`config.mk`:
```
export PLATFORM = sky130hd
export DESIGN_NAME = ifft8_seq
export DESIGN_NICKNAME = d
export VERILOG_FILES = /design/src/rtl/ifft8_seq.sv
export SDC_FILE = /design/constraint.sdc
export NUM_CORES = 1
export LEC_CHECK = 0
export ABC_AREA = 1
export BUFFER_PORTS_ARGS = -buffer_cell sky130_fd_sc_hd__buf_2
export CAP_MARGIN = 20
export CORE_MARGIN = 3
export CORE_UTILIZATION = 45
export CTS_BUF_LIST = sky130_fd_sc_hd__clkbuf_8
export CTS_CLUSTER_DIAMETER = 40
export DETAILED_ROUTE_END_ITERATION = 10
export PLACE_DENSITY_LB_ADDON = 0.3
export REMOVE_ABC_BUFFERS = 1
export SLEW_MARGIN = 5
export SYNTH_ARGS = -nofsm -noshare
export SYNTH_HDL_FRONTEND = slang
export SYNTH_SLANG_ARGS = --single-unit
export TNS_END_PERCENT = 30
```
`constraint.sdc`:
```
create_clock -name clk -period 8.1 [get_ports clk]
set_input_delay 0.405 -clock clk [delete_from_list [all_inputs] [get_ports clk]]
set_output_delay 0.405 -clock clk [all_outputs]
set_load 0.01 [all_outputs]
```
`src/rtl/ifft8_seq.sv`:
```
// ifft8_seq: sequential 8-point inverse FFT (radix-2 decimation-in-frequency).
// Eight complex samples are loaded in natural order and transformed in place
// with one butterfly per clock. The results are then streamed out in natural
// order, read from bit-reversed buffer addresses.
`timescale 1ns/1ps
module ifft8_seq #(
    parameter int width   = 8,
    parameter int decimal = 4
) (
    input  logic             clk,
    input  logic             rst_n,
    input  logic [width-1:0] in_r,
    input  logic [width-1:0] in_i,
    input  logic             in_valid,
    output logic             in_ready,
    output logic [width-1:0] out_r,
    output logic [width-1:0] out_i,
    output logic [2:0]       out_idx,
    output logic             out_valid,
    input  logic             out_ready
);

    typedef enum logic [1:0] {
        ST_LOAD    = 2'd0,
        ST_COMPUTE = 2'd1,
        ST_UNLOAD  = 2'd2
    } state_t;

    // Twiddle constants W^m = e^{+j2*pi*m/8} in Q(width-decimal).decimal.
    // cos45 is rounded to nearest: 46341/65536 ~ 0.7071068.
    localparam int ONE_I  = 32'sd1 <<< decimal;
    localparam int C45_I  = (ONE_I * 32'sd46341 + 32'sd32768) >>> 16;
    localparam int NC45_I = 32'sd0 - C45_I;
    localparam logic [width-1:0] W_ONE  = ONE_I[width-1:0];
    localparam logic [width-1:0] W_C45  = C45_I[width-1:0];
    localparam logic [width-1:0] W_NC45 = NC45_I[width-1:0];
    localparam logic [width-1:0] W_ZERO = {width{1'b0}};

    // Fixed-point product: full 2*width precision, shift by decimal, wrap to width.
    function automatic logic [width-1:0] mul_q(input logic [width-1:0] x,
                                               input logic [width-1:0] y);
        logic signed [2*width-1:0] p;
        logic signed [2*width-1:0] s;
        p = $signed({{width{x[width-1]}}, x}) * $signed({{width{y[width-1]}}, y});
        s = p >>> decimal;
        return s[width-1:0];
    endfunction

    // Reverse the three address bits.
    function automatic logic [2:0] bitrev3(input logic [2:0] a);
        return {a[0], a[1], a[2]};
    endfunction

    // State and control registers
    state_t           r_state;
    state_t           w_state_nxt;
    logic [2:0]       r_in_cnt;
    logic [3:0]       r_bf_cnt;
    logic             r_in_ready;
    logic             r_out_valid;
    logic [width-1:0] r_out_r;
    logic [width-1:0] r_out_i;
    logic [2:0]       r_out_idx;

    // In-place complex sample buffer
    logic [width-1:0] r_buf_re [0:7];
    logic [width-1:0] r_buf_im [0:7];

    // Handshake decode
    logic w_in_acc;
    logic w_out_acc;
    logic w_bf_last;
    logic w_out_last;

    // Butterfly datapath
    logic [1:0]       w_j;
    logic [2:0]       w_addr_a;
    logic [2:0]       w_addr_b;
    logic [1:0]       w_tw_m;
    logic [width-1:0] w_tw_re;
    logic [width-1:0] w_tw_im;
    logic [width-1:0] w_a_re;
    logic [width-1:0] w_a_im;
    logic [width-1:0] w_b_re;
    logic [width-1:0] w_b_im;
    logic [width:0]   w_sum_re;
    logic [width:0]   w_sum_im;
    logic [width:0]   w_dif_re;
    logic [width:0]   w_dif_im;
    logic [width-1:0] w_up_re;
    logic [width-1:0] w_up_im;
    logic [width-1:0] w_dh_re;
    logic [width-1:0] w_dh_im;
    logic [width-1:0] w_lo_re;
    logic [width-1:0] w_lo_im;

    // Unload read path
    logic [2:0] w_nxt_idx;
    logic [2:0] w_rd_addr;

    assign w_in_acc   = in_valid & r_in_ready;
    assign w_out_acc  = r_out_valid & out_ready;
    assign w_bf_last  = (r_state == ST_COMPUTE) && (r_bf_cnt == 4'd11);
    assign w_out_last = w_out_acc && (r_out_idx == 3'd7);

    assign in_ready  = r_in_ready;
    assign out_valid = r_out_valid;
    assign out_r     = r_out_r;
    assign out_i     = r_out_i;
    assign out_idx   = r_out_idx;

    // FSM state register
    always_ff @(posedge clk) begin
        if (!rst_n) begin
            r_state <= ST_LOAD;
        end else begin
            r_state <= w_state_nxt;
        end
    end

    // FSM next-state logic
    always_comb begin
        w_state_nxt = r_state;
        case (r_state)
            ST_LOAD: begin
                if (w_in_acc && (r_in_cnt == 3'd7)) begin
                    w_state_nxt = ST_COMPUTE;
                end else begin
                    w_state_nxt = ST_LOAD;
                end
            end
            ST_COMPUTE: begin
                if (w_bf_last) begin
                    w_state_nxt = ST_UNLOAD;
                end else begin
                    w_state_nxt = ST_COMPUTE;
                end
            end
            ST_UNLOAD: begin
                if (w_out_last) begin
                    w_state_nxt = ST_LOAD;
                end else begin
                    w_state_nxt = ST_UNLOAD;
                end
            end
            default: begin
                w_state_nxt = ST_LOAD;
            end
        endcase
    end

    // Input counter, butterfly counter and registered in_ready
    always_ff @(posedge clk) begin
        if (!rst_n) begin
            r_in_cnt   <= 3'd0;
            r_bf_cnt   <= 4'd0;
            r_in_ready <= 1'b1;
        end else begin
            r_in_ready <= (w_state_nxt == ST_LOAD);
            if (w_in_acc) begin
                r_in_cnt <= r_in_cnt + 3'd1;
            end
            if (r_state == ST_COMPUTE) begin
                r_bf_cnt <= w_bf_last ? 4'd0 : (r_bf_cnt + 4'd1);
            end
        end
    end

    // Butterfly pair addresses and twiddle index for the current step.
    // Stage s pairs addresses 4>>s apart; twiddle exponent is (j mod span) << s.
    always_comb begin
        w_j      = r_bf_cnt[1:0];
        w_addr_a = 3'd0;
        w_addr_b = 3'd0;
        w_tw_m   = 2'd0;
        case (r_bf_cnt[3:2])
            2'd0: begin
                w_addr_a = {1'b0, w_j};
                w_addr_b = {1'b1, w_j};
                w_tw_m   = w_j;
            end
            2'd1: begin
                w_addr_a = {w_j[1], 1'b0, w_j[0]};
                w_addr_b = {w_j[1], 1'b1, w_j[0]};
                w_tw_m   = {w_j[0], 1'b0};
            end
            2'd2: begin
                w_addr_a = {w_j, 1'b0};
                w_addr_b = {w_j, 1'b1};
                w_tw_m   = 2'd0;
            end
            default: begin
                w_addr_a = 3'd0;
                w_addr_b = 3'd0;
                w_tw_m   = 2'd0;
            end
        endcase
    end

    // Twiddle lookup
    always_comb begin
        w_tw_re = W_ONE;
        w_tw_im = W_ZERO;
        case (w_tw_m)
            2'd0: begin
                w_tw_re = W_ONE;
                w_tw_im = W_ZERO;
            end
            2'd1: begin
                w_tw_re = W_C45;
                w_tw_im = W_C45;
            end
            2'd2: begin
                w_tw_re = W_ZERO;
                w_tw_im = W_ONE;
            end
            2'd3: begin
                w_tw_re = W_NC45;
                w_tw_im = W_C45;
            end
            default: begin
                w_tw_re = W_ONE;
                w_tw_im = W_ZERO;
            end
        endcase
    end

    // Butterfly arithmetic: halve sum and difference in width+1 bits, then twiddle the difference
    always_comb begin
        w_a_re   = r_buf_re[w_addr_a];
        w_a_im   = r_buf_im[w_addr_a];
        w_b_re   = r_buf_re[w_addr_b];
        w_b_im   = r_buf_im[w_addr_b];
        w_sum_re = {w_a_re[width-1], w_a_re} + {w_b_re[width-1], w_b_re};
        w_sum_im = {w_a_im[width-1], w_a_im} + {w_b_im[width-1], w_b_im};
        w_dif_re = {w_a_re[width-1], w_a_re} - {w_b_re[width-1], w_b_re};
        w_dif_im = {w_a_im[width-1], w_a_im} - {w_b_im[width-1], w_b_im};
        w_up_re  = w_sum_re[width:1];
        w_up_im  = w_sum_im[width:1];
        w_dh_re  = w_dif_re[width:1];
        w_dh_im  = w_dif_im[width:1];
        w_lo_re  = mul_q(w_dh_re, w_tw_re) - mul_q(w_dh_im, w_tw_im);
        w_lo_im  = mul_q(w_dh_re, w_tw_im) + mul_q(w_dh_im, w_tw_re);
    end

    // Sample buffer: written by accepted inputs in LOAD and by butterflies in COMPUTE
    always_ff @(posedge clk) begin
        if (w_in_acc) begin
            r_buf_re[r_in_cnt] <= in_r;
            r_buf_im[r_in_cnt] <= in_i;
        end else if (r_state == ST_COMPUTE) begin
            r_buf_re[w_addr_a] <= w_up_re;
            r_buf_im[w_addr_a] <= w_up_im;
            r_buf_re[w_addr_b] <= w_lo_re;
            r_buf_im[w_addr_b] <= w_lo_im;
        end
    end

    // Unload read address: current index before the first output, next index after
    always_comb begin
        w_nxt_idx = r_out_idx + 3'd1;
        if (r_out_valid) begin
            w_rd_addr = bitrev3(w_nxt_idx);
        end else begin
            w_rd_addr = bitrev3(r_out_idx);
        end
    end

    // Output register: presents x[n] in natural order, holding while stalled
    always_ff @(posedge clk) begin
        if (!rst_n) begin
            r_out_valid <= 1'b0;
            r_out_r     <= {width{1'b0}};
            r_out_i     <= {width{1'b0}};
            r_out_idx   <= 3'd0;
        end else if (r_state == ST_UNLOAD) begin
            if (!r_out_valid) begin
                r_out_valid <= 1'b1;
                r_out_r     <= r_buf_re[w_rd_addr];
                r_out_i     <= r_buf_im[w_rd_addr];
            end else if (out_ready) begin
                if (r_out_idx == 3'd7) begin
                    r_out_valid <= 1'b0;
                    r_out_idx   <= 3'd0;
                end else begin
                    r_out_idx <= w_nxt_idx;
                    r_out_r   <= r_buf_re[w_rd_addr];
                    r_out_i   <= r_buf_im[w_rd_addr];
                end
            end
        end
    end

endmodule
```
# Yosys cells after proc, flatten, opt, wreduce, memory -nomap -nowiden
# Memories as Yosys holds them, arrays and structs flattened.
# Cells that the tools add are included.
word_totals:
  regBits: 30
  ramBits: 128
  out_inout_bits: 21
  wordCells: 81
  memories: 2
op_classes:
  addsub: 9
  mul: 4
  n_eq_ne: 12
  muxes: 32
  bitwise_logic: 2
  reduce_logical: 12
memory_table:
  columns: ["name", "depth", "word_bits", "read_ports", "rd_clocked_by_memory_dff", "write_ports", "line_no", "text"]
  rows:
  - ["r_buf_im", 8, 8, 3, 0, 2, "67", "logic [width-1:0] r_buf_im [0:7];"]
  - ["r_buf_re", 8, 8, 3, 0, 2, "66", "logic [width-1:0] r_buf_re [0:7];"]
op_table:
  columns: ["cell", "count"]
  rows:
  - ["2-to-1 mux 8 bit", 8]
  - ["multiplier 8 x 8 -> 12 bit", 4]
  - ["case mux 8 bit (4 select lines)", 1]
  - ["case mux 8 bit (3 select lines)", 1]
  - ["adder 8 x 8 -> 9 bit", 2]
  - ["case mux 3 bit (3 select lines)", 2]
  - ["subtractor 8 x 8 -> 9 bit", 2]
  - ["OR reduction 8 bit", 2]
  - ["2-to-1 mux 3 bit", 4]
  - ["2-to-1 mux 1 bit", 11]
  - ["adder 8 bit", 1]
  - ["equality test 2 bit, second input constant", 4]
  - ["zero test 2 bit", 4]
  - ["subtractor 8 bit", 1]
  - ["adder 3 x 1 -> 3 bit, second input constant", 2]
  - ["equality test 2 x 1 -> 1 bit, second input constant", 3]
  - ["equality test 3 bit, second input constant", 2]
  - ["case mux 2 bit (3 select lines)", 1]
  - ["AND reduction 3 bit", 2]
  - ["adder 4 x 1 -> 4 bit, second input constant", 1]
  - ["equality test 4 bit, second input constant", 1]
  - ["2-to-1 mux 2 bit", 2]
  - ["2-to-1 mux 4 bit", 1]
  - ["!= test 2 bit, second input constant", 2]
  - ["other kinds (4)", 7]

# Logic depth before layout (Yosys ltp)
logic_depth:
  ltp_word: 7
  mapped_depth: 54
  ltp_nobuf: 51

# Least setup slack after synthesis
# No wires, ideal clock.
synth_timing:
  path_type: "register to register"
  startpoint: "reg r_bf_cnt[3]"
  endpoint: "mem r_buf_im[0][7] (data pin)"
  setup_time_ns: 0.254
  arrival_time_ns: 7.847
  required_time_ns: 7.846
  setup_slack_ns: 0.000
  stages_incl_launch_ff: 54
  period_less_slack_ns: 8.100
  path_cell_list: "dfxtp_1 -> buf_6 -> inv_4 -> nand2_1 -> buf_4 -> nand2_2 -> clkbuf_1 -> clkbuf_1 -> nand2_1 -> o21ai_0 -> inv_1 -> o221ai_1 -> inv_1 -> ha_1 -> buf_2 -> inv_1 -> a21oi_1 -> nor3_1 -> (+18 left out) -> nand2_1 -> nand2_1 -> a21oi_1 -> xnor2_1 -> ha_1 -> a21oi_1 -> o21ai_0 -> a21o_1 -> nand4_1 -> nand2_1 -> nand3_1 -> nand2_1 -> nand2_1 -> nand2_1 -> inv_1 -> nand2_4 -> nand3_1 -> nand2_1"
synth_lines:
  columns: ["element", "line_no", "text"]
  rows:
  - ["start: declaration", "58", "logic [3:0] r_bf_cnt;"]
  - ["start signal: assignment", "164", "r_bf_cnt <= w_bf_last ? 4'd0 : (r_bf_cnt + 4'd1);"]
  - ["end: declaration", "67", null]

==> run metrics <==
status=completed; Buf/Inv on CP=13; Ys Warns=0; Rel. slew slack=0.247; Worst Setup SP=r_bf_cnt[3]; hpwl dp=45.2 mm; # port buffers=40; Hold Crit Class=in -> reg; actual slew at the worst max-slew pin=1.13 ns; clock-pin slew on the worst setup and hold paths=0.09 ns; sequential area share after synthesis=0.250; Yosys cell types=51; Max VDD drop=0.0763 mV; P per Cell Area=110 nW/µm²; Die ar.=41,900 µm²; CTS buffer count=17; gr ovfl total=0; syn avg cell area=7.29 µm²; post-layout min period=7.86 ns; FP Rows=72; CP max-delay cell=fa_1; # fillers=3,579; worst path required time=8.35 ns; final period utilization=0.970; Syn Inst Count=2,438; Total GRT Usage=0.287; number of antenna violations at the first check in global routing=1; Routed Antenna Nets=0; CTS Buffer Depth=2; ys flop type=edfxtp_1; critical path endpoint category=flop; Die X=205 µm; CP Launch Type=flop; Slew Viols, Final=0; placer congestion estimate=1.02; Crit Path Max Fanout=8; vias=17,800; fin nets=2,894; RSZ-0062 raised after global routing=yes; CTS sink cnt=158; CP max stage delay=0.54 ns; TritonCTS clock tree=done; DRC Markers=0; synthesized area=17,800 µm²; Post-Route WL=61.8 mm; Setup WS pre-CTS=-0.192 ns; vias in the first global route=16,700; io pins=41; FMAX=127 MHz; core footprint=38,800 µm²; Worst Path Class, Setup=reg -> reg; DR pass1 iterations=9; Lkg Pwr=10.1 nW; via/cell ratio=5.64; Fin Clk Skew=0.0158 ns; H-tree Lvls=4; Sum Neg Setup Slack=0 ns; Syn-to-layout area delta=21.3%; antenna cells=0; DR iter-0 viols=1,740; reg2reg start=r_bf_cnt[3]; Initial Util=0.458; first-pass GRT wire length=92.6 mm; Arr. time, crit path=8.11 ns; Post-synth EDFFs=128; Worst-Skew Late Latency=0.49 ns; Max Cap Viol=0; largest net degree at the start of global routing=116; Post-synth ARST share=0; Chip Height=205 µm; flops & latches, synth=158; # setup viols final=0; Hold Path Origin=in_valid; worst setup margin=0.242 ns; fraction of layout cells with a size suffix above 1=0.201; WL/cell=19.6 µm; Final Hold Vio Count=0; clock root buffer=clkbuf_8; delay-heaviest family, CP=adder cells
==> flip-flops by register name, summed over array words and instances (netlist names) <==
register   cells
r_in_cnt       3
out_r          8
r_buf_re      64
in_ready       1
out_idx        3
out_valid      1
r_buf_im      64
r_bf_cnt       4
r_state        2
out_i          8
==> what timing repair did <==
item / in CTS / in global routing
setup buffers: 1 / 19
gates cloned: 1 / 5
setup endpoints to repair: 24 / 48
hold buffers: 0 / 0
pin swaps: 5 / 82
resized for setup: 20 / 220
==> cell usage after synthesis (15+ instances only) <==
cell,count,area (µm²)
dfxtp_1,30,601
xnor2_1,31,272
nor2_1,159,597
inv_1,437,1640
a22oi_1,15,113
nand4_1,19,119
edfxtp_1,128,3840
o21ai_0,330,1650
clkbuf_1,89,334
o211ai_1,48,360
ha_1,148,1850
nand2_1,442,1660
fa_1,100,2000
buf_1,15,56.3
xor2_1,33,289
a21oi_1,149,746
nand3_1,130,651
==> path summary, 6_finish.rpt <==
| path | slack (ns) | depth (start not counted) | to |
|---|---|---|---|
| setup / recovery | 0.24 | 49 | r_buf_re[5][7] |
| hold / removal | 0.33 | 3 | r_in_cnt[1] |
| setup reg to reg | 0.24 | 49 | r_buf_re[5][7] |
| hold reg to reg | 0.49 | 2 | r_in_cnt[1] |
==> routing by layer <==
layer	up-vias	global-route usage	wire length (µm)
met5	-	0	13
met4	2	0.118	2960
met3	206	0.0483	5900
met2	898	0.477	28600
met1	8342	0.371	24300
li1	8354	-	-
==> final cells by class <==
cell class	count	area [µm²]	share of cell area
timing repair buffer	281	2280	0.106
inverter	446	1690	0.0785
sequential	158	4450	0.207
clock buffer	17	234	0.0109
tap	518	648	0.0301
clock inverter	15	158	0.00732
multi-input combinational	1722	12100	0.561
==> cell usage in the layout, fill, tap and decap left out, types with 5 or more instances in the layout <==
master | netlist | layout
a22oi_2 | 0 | 8
dfxtp_1 | 30 | 27
inv_2 | 7 | 33
clkbuf_8 | 0 | 17
or2_2 | 10 | 9
ha_4 | 0 | 15
buf_4 | 1 | 216
buf_12 | 0 | 11
nand2_4 | 5 | 9
o221ai_4 | 0 | 7
inv_1 | 437 | 411
a21oi_1 | 149 | 139
nor2_1 | 159 | 138
nand3_1 | 130 | 117
a22oi_1 | 15 | 7
nor2_4 | 4 | 9
o21ai_2 | 0 | 10
xnor2_1 | 31 | 27
a21o_1 | 6 | 6
buf_6 | 2 | 6
nor3_1 | 11 | 7
xor2_1 | 33 | 32
nor2_2 | 2 | 18
nand3_2 | 10 | 22
nand4_1 | 19 | 19
nand2_2 | 12 | 27
a21oi_2 | 0 | 9
buf_2 | 5 | 40
fa_1 | 100 | 97
edfxtp_1 | 128 | 128
o21ai_1 | 11 | 37
ha_1 | 148 | 130
a31oi_1 | 6 | 5
o211ai_1 | 48 | 48
o21bai_1 | 5 | 5
o21ai_0 | 330 | 292
nand2_1 | 442 | 419
==> metrics by stage <==
stage | area (µm²) | std cells | utilization | hold slack (ns) | power (mW)
after floorplan | 17300 | 2326 | - | 0.442 | 1.36
after global placement | 20000 | 3100 | 0.515 | 0.463 | 1.66
after detailed placement | 20000 | 3100 | 0.515 | 0.476 | 1.68
after CTS | 20500 | 3133 | 0.528 | 0.304 | 2.28
after global routing | 21500 | 3157 | 0.555 | 0.347 | 2.50
final | 21500 | 3157 | 0.555 | 0.330 | 2.38
==> power breakdown <==
part	switching, mW	internal, mW	total (mW)
Sequential	0.0123	0.898	0.910
Clock	0.320	0.298	0.618
Combinational	0.514	0.333	0.847
Total	0.846	1.53	2.38
==> worst min-delay path, stage by stage <==
cell	delay, ns
buf_2	0.10
nand2_1	0.18
a21oi_1	0.09
==> logic make-up (layout without fill, tap and decap cells) <==
| group | Yosys count | in the layout | synth area share |
|---|---|---|---|
| compound gates | 595 | 595 | 0.184 |
| xor+xnor | 64 | 64 | 0.0315 |
| simple gates | 815 | 815 | 0.198 |
| flops | 158 | 158 | 0.250 |
| buf+inv | 558 | 759 | 0.119 |
| fa+ha+maj | 248 | 248 | 0.217 |
Power figures use the tool's default switching activity.
